**config.mk**
```make
export PLATFORM = sky130hd
export DESIGN_NAME = seg_display_scan
export DESIGN_NICKNAME = d
export VERILOG_FILES = /design/src/rtl/seg_display_scan.sv
export SDC_FILE = /design/constraint.sdc
export NUM_CORES = 1
export LEC_CHECK = 0
export ABC_AREA = 1
export BUFFER_PORTS_ARGS = -buffer_cell sky130_fd_sc_hd__buf_4
export CAP_MARGIN = 20
export CORE_MARGIN = 4
export CORE_UTILIZATION = 45
export DETAILED_ROUTE_END_ITERATION = 8
export PLACE_DENSITY_LB_ADDON = 0.05
export SETUP_SLACK_MARGIN = 0.4
export SYNTH_ARGS = -nofsm -noshare
export SYNTH_HDL_FRONTEND = slang
export SYNTH_SLANG_ARGS = --single-unit
```
**constraint.sdc**
```tcl
create_clock -name clk -period 4.5 [get_ports clk]
set_clock_uncertainty 0.2 [all_clocks]
set_input_delay 0.45 -clock clk [delete_from_list [all_inputs] [get_ports clk]]
set_output_delay 0.45 -clock clk [all_outputs]
set_load 0.01 [all_outputs]
```
**src/rtl/seg_display_scan.sv**
```systemverilog
// Multiplexed 7-segment driver: sequential double-dabble binary->BCD converter
// with load/busy handshake, leading-zero blanking, overflow dashes and digit scan.
module seg_display_scan #(
   parameter int DIGITS        = 8,
   parameter int IN_WIDTH      = 16,
   parameter int CLK_DIV       = 125000,
   parameter int BLANK_LEADING = 1
) (
   input  logic                clk,
   input  logic                reset,
   input  logic [IN_WIDTH-1:0] number,
   input  logic                load,
   input  logic [DIGITS-1:0]   dp_mask,
   output logic                busy,
   output logic [7:0]          data,
   output logic [DIGITS-1:0]   anode
);

   localparam int BW    = DIGITS * 4;
   localparam int SW    = BW + IN_WIDTH;
   localparam int CNT_W = $clog2(IN_WIDTH + 1);
   localparam int REF_W = $clog2(CLK_DIV);
   localparam int IDX_W = (DIGITS > 1) ? $clog2(DIGITS) : 1;

   typedef enum logic {IDLE, SHIFT} state_t;

   state_t             state, state_nxt;
   logic [SW-1:0]      shreg;
   logic [SW-1:0]      sh_adj;
   logic [SW-1:0]      sh_next;
   logic               ovf_acc;
   logic               ovf_final;
   logic [CNT_W-1:0]   shift_cnt;
   logic               last_shift;
   logic [BW-1:0]      disp_bcd;
   logic               disp_ovf;
   logic [REF_W-1:0]   ref_cnt;
   logic [IDX_W-1:0]   digit_idx;
   logic [DIGITS-1:0]  blank;
   logic               higher_zero;
   logic [3:0]         cur_nib;
   logic               cur_blank;
   logic               cur_dp;
   logic [6:0]         seg;

   // Add-3 on every BCD nibble >= 5, then shift {bcd, binary} left one place
   always_comb begin
      sh_adj = shreg;
      for (int unsigned i = 0; i < DIGITS; i++) begin
         if (shreg[IN_WIDTH + 4*i +: 4] >= 4'd5)
            sh_adj[IN_WIDTH + 4*i +: 4] = shreg[IN_WIDTH + 4*i +: 4] + 4'd3;
      end
      sh_next   = sh_adj << 1;
      ovf_final = ovf_acc | sh_adj[SW-1];
   end

   assign last_shift = (shift_cnt == CNT_W'(IN_WIDTH - 1));

   always_ff @(posedge clk or negedge reset) begin
      if (!reset) state <= IDLE;
      else        state <= state_nxt;
   end

   always_comb begin
      state_nxt = state;
      busy      = 1'b0;
      case (state)
         IDLE:  if (load) state_nxt = SHIFT;
         SHIFT: begin
            busy = 1'b1;
            if (last_shift) state_nxt = IDLE;
         end
         default: state_nxt = IDLE;
      endcase
   end

   always_ff @(posedge clk or negedge reset) begin
      if (!reset) begin
         shreg     <= '0;
         ovf_acc   <= 1'b0;
         shift_cnt <= '0;
         disp_bcd  <= '0;
         disp_ovf  <= 1'b0;
      end else if (state == IDLE) begin
         if (load) begin
            shreg     <= {{BW{1'b0}}, number};
            ovf_acc   <= 1'b0;
            shift_cnt <= '0;
         end
      end else begin
         shreg     <= sh_next;
         ovf_acc   <= ovf_final;
         shift_cnt <= shift_cnt + CNT_W'(1);
         // Commit on the final shift edge, together with busy falling
         if (last_shift) begin
            disp_bcd <= sh_next[SW-1 -: BW];
            disp_ovf <= ovf_final;
         end
      end
   end

   always_ff @(posedge clk or negedge reset) begin
      if (!reset) begin
         ref_cnt   <= '0;
         digit_idx <= '0;
      end else if (ref_cnt == REF_W'(CLK_DIV - 1)) begin
         ref_cnt   <= '0;
         digit_idx <= (digit_idx == IDX_W'(DIGITS - 1)) ? '0 : digit_idx + IDX_W'(1);
      end else begin
         ref_cnt <= ref_cnt + REF_W'(1);
      end
   end

   // Walk from the top nibble down; a digit blanks while everything above it is zero
   always_comb begin
      blank       = '0;
      higher_zero = 1'b1;
      for (int unsigned k = 0; k < DIGITS; k++) begin
         higher_zero = higher_zero & (disp_bcd[4*(DIGITS-1-k) +: 4] == 4'd0);
         blank[DIGITS-1-k] = (BLANK_LEADING != 0) && higher_zero && (k != DIGITS - 1);
      end
   end

   always_comb begin
      anode     = '1;
      cur_nib   = '0;
      cur_blank = 1'b0;
      cur_dp    = 1'b0;
      for (int unsigned i = 0; i < DIGITS; i++) begin
         if (digit_idx == IDX_W'(i)) begin
            anode[i]  = 1'b0;
            cur_nib   = disp_bcd[4*i +: 4];
            cur_blank = blank[i];
            cur_dp    = dp_mask[i];
         end
      end
   end

   always_comb begin
      case (cur_nib)
         4'd0:    seg = 7'b0000001;
         4'd1:    seg = 7'b1001111;
         4'd2:    seg = 7'b0010010;
         4'd3:    seg = 7'b0000110;
         4'd4:    seg = 7'b1001100;
         4'd5:    seg = 7'b0100100;
         4'd6:    seg = 7'b0100000;
         4'd7:    seg = 7'b0001111;
         4'd8:    seg = 7'b0000000;
         4'd9:    seg = 7'b0000100;
         default: seg = 7'b1111111;
      endcase
   end

   always_comb begin
      if (disp_ovf)       data = {~cur_dp, 7'b1111110};
      else if (cur_blank) data = {~cur_dp, 7'b1111111};
      else                data = {~cur_dp, seg};
   end

endmodule
```
After elaboration in Yosys (flattened, before gate mapping)
Memories as Yosys holds them, arrays and structs flattened.
Index checks and enable logic that the tools add are counted.
Storage, ports and cells
  bits in read-only memories: 112
  flip-flop bits (word level): 108
  latch bits: 0
  input port bits: 27
  RAM bits: 0
  memories kept: 1
Memory list
  (name not given): words 16, bits a word 7, read ports 1, clocked after memory_dff 0, wr ports 0, RTL line 140  | case (cur_nib)
Operators by class
  bitwise logic cells: 9
  equal/unequal tests: 9
  reduce and logical (&&, ||, !) cells: 10
  shift operators: 0
  add/subtract/negate cells: 11
  $mul: 0
  $lt $le $gt $ge: 8
  div/mod/pow operators: 0
  muxes and demuxes: 53
Operator list (number)
  2-to-1 mux 48 bit: 2
  2-to-1 mux 4 bit: 16
  adder 4 x 2 -> 4 bit (second input constant): 8
  greater-or-equal comparator 4 x 3 -> 1 bit (second input constant): 8
  zero test 4 bit: 7
  2-to-1 mux 1 bit: 28
  adder 17 x 1 -> 17 bit (second input constant): 1
  == test 17 bit (second input constant): 1
  2-to-1 mux 17 bit: 1
  2-to-1 mux 7 bit: 2
  == test 3 bit (second input constant): 4
  2-to-1 mux 5 bit: 2
  bitwise AND 1 bit: 6
  == test 3 x 2 -> 1 bit (second input constant): 2
  adder 5 x 1 -> 5 bit (second input constant): 1
  == test 5 x 4 -> 1 bit (second input constant): 1
  adder 3 x 1 -> 3 bit (second input constant): 1
  == test 3 x 1 -> 1 bit (second input constant): 1
  zero test 3 bit: 1
  2-to-1 mux 3 bit: 1
  NOT 1 bit: 2
  case mux 1 bit (2 select lines): 1
  AND reduction 2 bit: 1
  nonzero test 2 bit: 1
  OR 1 bit: 1

Logic depth before layout (Yosys ltp)
  word-level depth: 16
  gate-level depth with buffers: 19
  gate-level depth less buffers: 19

Least setup slack after synthesis
No wires, ideal clock.
  kind: flip-flop to output port
  start point: reg digit_idx[2]
  end point: out data[2]
  stages on the path, launching flop included: 19
  arrival time: 2.151 ns
  required time: 3.850 ns
  setup slack: 1.699 ns
  buffers on the path: 1
  cells stage by stage: dfrtp_1 -> buf_6 -> inv_8 -> ha_1 -> clkinv_1 -> o21ai_1 -> inv_1 -> nand2_1 -> nand2_1 -> nand2_1 -> nand2_2 -> a21boi_4 -> inv_1 -> ha_1 -> inv_1 -> nor2_1 -> nor2_1 -> nand2_1 -> nand2_1
On the way
  cells in the longest elaborated chain, start to end: 12
  elaborated cells on any way between the ends: 26
  classes of those cells: eq/ne: 7; mux: 17; reduce/logical: 1; memory: 1
Ends and longest elaborated chain
  start, declared: RTL line 38  | logic [IDX_W-1:0] digit_idx;
  start signal, assigned: RTL line 108  | digit_idx <= (digit_idx == IDX_W'(DIGITS - 1)) ? '0 : digit_idx + IDX_W'(1);
  zero test 3 bit: RTL line 130  | if (digit_idx == IDX_W'(i)) begin
  2-to-1 mux 4 bit (8 in series): RTL line 130
  memory (16 x 7 bit)
  2-to-1 mux 7 bit *: RTL line 157  | else if (cur_blank) data = {~cur_dp, 7'b1111111};
  2-to-1 mux 7 bit *: RTL line 156  | if (disp_ovf) data = {~cur_dp, 7'b1111110};
  end, declared: RTL line 15  | output logic [7:0] data,
Mark *: on every way between the ends. The rest lies on a longest branch, timed or not.

Final worst setup path
  start point: reg digit_idx[1]
  end point: out data[3]
Same word-level chain as after synthesis.

==> metrics.txt <==
status=completed; gr usage total=19.4%; Final Setup Violations=0; FF-to-FF setup slack=2.16 ns; Placement Rows=42; Final nets=863; Leak=3.53 nW; critical path launch point type=flop; CP Capture Point=data[3]; reg2reg end=shreg[22]$_DFFE_PN0P_; via count=5,075; number of placed instances, taps included=967; Max-cap violations=0; CTS tree=done; reg2reg path depth=5; Slew Limit Headroom=48.0%; Post-CTS Resized=0; die width=124 microns; vias per cell=5.15; fraction of final layout cells sized beyond drive strength 1=11.6%; top cells by count, synth=nand2_1 (195), dfrtp_1 (108), inv_1 (100); H-Tree Level Count=3; Placer Congestion=0.876; clock tree buffer depth=2; clock sinks=108; final setup TNS=0 ns; RSZ-0062 raised after global routing=false; Final Power=4.11 mW; register area share after synthesis=44.6%; die area=0.0154 sq mm; top-area cell type share of the netlist area=44.6%; DR iter-0 viols=305; Synth Warn #=0; CP startpoint=digit_idx[1]$_DFFE_PN0N_; DRC Markers=0; gr ovfl total=0; peak supply drop=0.000248 V; final period utilization=80.7%; synthesized area per cell=7.90 sq um; pin count of the biggest net entering global routing=66; pwr/cell area=595 mW/mm^2; Critical Path RT=3.85 ns; Hold Fails Final Rpt=0; PortBufs=43; Slew Viols, Final=0; # diodes=0; gate count of the mapped netlist=766; cell count of the worst hold path=3; core area=0.0132 sq mm; FF+latch count, synth=108; actual slew at the worst max-slew pin=0.780 ns; area added between synthesis and finish=14.1%; hpwl dp=10.1 mm; Post-synth EDFFs=0; Root Buffer=clkbuf_16; Die H=124 microns; vias in the first global route=5,008; # fillers=1,294; clk slew on worst S/H paths=0.08 ns; Hold-fix buffers, CTS=1; CP Data Arrival Time=2.98 ns; Synth Net Count=824; most common cell in the netlist=nand2_1; final antenna-violating net count=0; wire length of the first global-routing pass=23.5 mm; DR pass1 iterations=5; Setup CP Type=reg2out; Ports=44; WL final=13.8 mm; reg-to-reg critical path startpoint=state$_DFF_PN0_; Initial Utilization=45.9%; WL per Instance=14.0 microns; FMAX=275 MHz; clk_lat worst skew=0.36 ns; largest cells by area after synthesis=dfrtp_1 (45%), nand2_1 (12%), ha_1 (6.4%); final worst path period need=3.63 ns; async set or reset register ratio after synthesis=100%; ys flop type=dfrtp_1; hold crit path type=in2reg; critical path peak fanout=6; initial antenna violation count=0; postcts setup bufs=0; area leader, netlist=dfrtp_1; TritonCTS Buffers=9; non-filler cells, final=986; library cells used by synthesis=37; crit path capture type=primary output; post-synthesis cell area=0.00605 sq mm
-- worst max-delay path, cell delays in order (launching register included) --
cell and delay [ns]:
dfrtp_1 0.41, inv_1 0.10, ha_1 0.26, inv_2 0.09, nor2_1 0.22, nand2_1 0.08, nand3_1 0.09, nand3_1 0.08
nand3_1 0.09, nand3_1 0.08, nand3_1 0.08, nand2_1 0.07, nand2_1 0.11, inv_1 0.10, ha_1 0.31, inv_1 0.05
nand2_1 0.05, nand2_1 0.04, nand2_1 0.06, nand4_1 0.08, buf_4 0.16
-- cell families (layout without fill, tap and decap cells) --
| logic type | count (synthesis) | count (layout) | synth area share, % |
|---|---|---|---|
| AND/OR/NAND/NOR | 332 | 332 | 23.6 |
| XOR/XNOR | 14 | 14 | 2.03 |
| buffers and inverters | 129 | 173 | 8.37 |
| adder cells (fa/ha/maj) | 31 | 31 | 6.41 |
| flip-flops | 108 | 108 | 44.6 |
| AO/OA/AOI/OAI | 152 | 152 | 14.9 |
-- per-layer routing --
metal,vias to the layer above,track usage (%),share of wire (%)
met5,-,0,0
met4,0,6.91,2.4
met3,21,4.18,3.2
met2,84,31.6,47
met1,2386,25.6,47
li1,2584,-,-
-- cell type report --
type | count | area (sq um) | share of cell area [%]
Multi-Input combinational cell | 529 | 2850 | 41.2
Tap cell | 176 | 220 | 3.19
Timing Repair Buffer | 50 | 410 | 5.94
Clock inverter | 6 | 78.8 | 1.14
Inverter | 107 | 409 | 5.92
Sequential cell | 108 | 2700 | 39.1
Clock buffer | 10 | 239 | 3.46
-- through the flow --
stage	util, %	hold WS (ns)	cell area [sq um]	worst slack (ns)
after floorplan	-	-0.0456	6050	1.70
after global placement	49.5	0.255	6530	1.40
after detailed placement	49.5	0.256	6530	1.27
after CTS	52.0	0.0697	6860	0.860
after global routing	52.4	0.0781	6910	0.577
final	52.4	0.0856	6910	0.867
-- report_power, final --
part	internal [mW]	total [mW]	switching, mW
combinational	0.658	1.67	1.01
clock	0.460	0.850	0.390
sequential	1.32	1.59	0.267
total	2.44	4.11	1.67
-- layout by cell type (no fill, tap or decap), types with 2 or more instances in the layout --
cell       count
a22o_1         2
or2_2          4
nor2_1        46
xor2_1        13
nor3_1         7
ha_1          31
a21oi_2        2
nand2_4        4
o211ai_1       2
inv_2          2
o21ai_1        2
nand4_1       10
inv_1        100
nand2_2       12
clkbuf_16      9
nor4_1         8
o21ai_0       70
a22oi_1       12
buf_4         47
inv_6          2
nand2_1      194
a211oi_1       7
nand3_1       44
a21oi_1       17
o22ai_1       33
clkinv_1       4
inv_8          3
dfrtp_1      108
-- state kept, by name (all words and copies together) (netlist names) --
name	cells
state	1
shift_cnt	5
disp_bcd	32
digit_idx	3
ovf_acc	1
ref_cnt	17
disp_ovf	1
shreg	48
-- worst min path at each step --
stage                              start                  endpoint
floorplan                          reset  digit_idx[0]$_DFFE_PN0N_
global placement    ref_cnt[0]$_DFF_PN0_      ref_cnt[0]$_DFF_PN0_
detailed placement  ref_cnt[0]$_DFF_PN0_      ref_cnt[0]$_DFF_PN0_
CTS                           number[12]     shreg[12]$_DFFE_PN0P_
global route                  number[13]     shreg[13]$_DFFE_PN0P_
finish                        number[12]     shreg[12]$_DFFE_PN0P_
No activity file was read; power rests on OpenSTA's default activity.
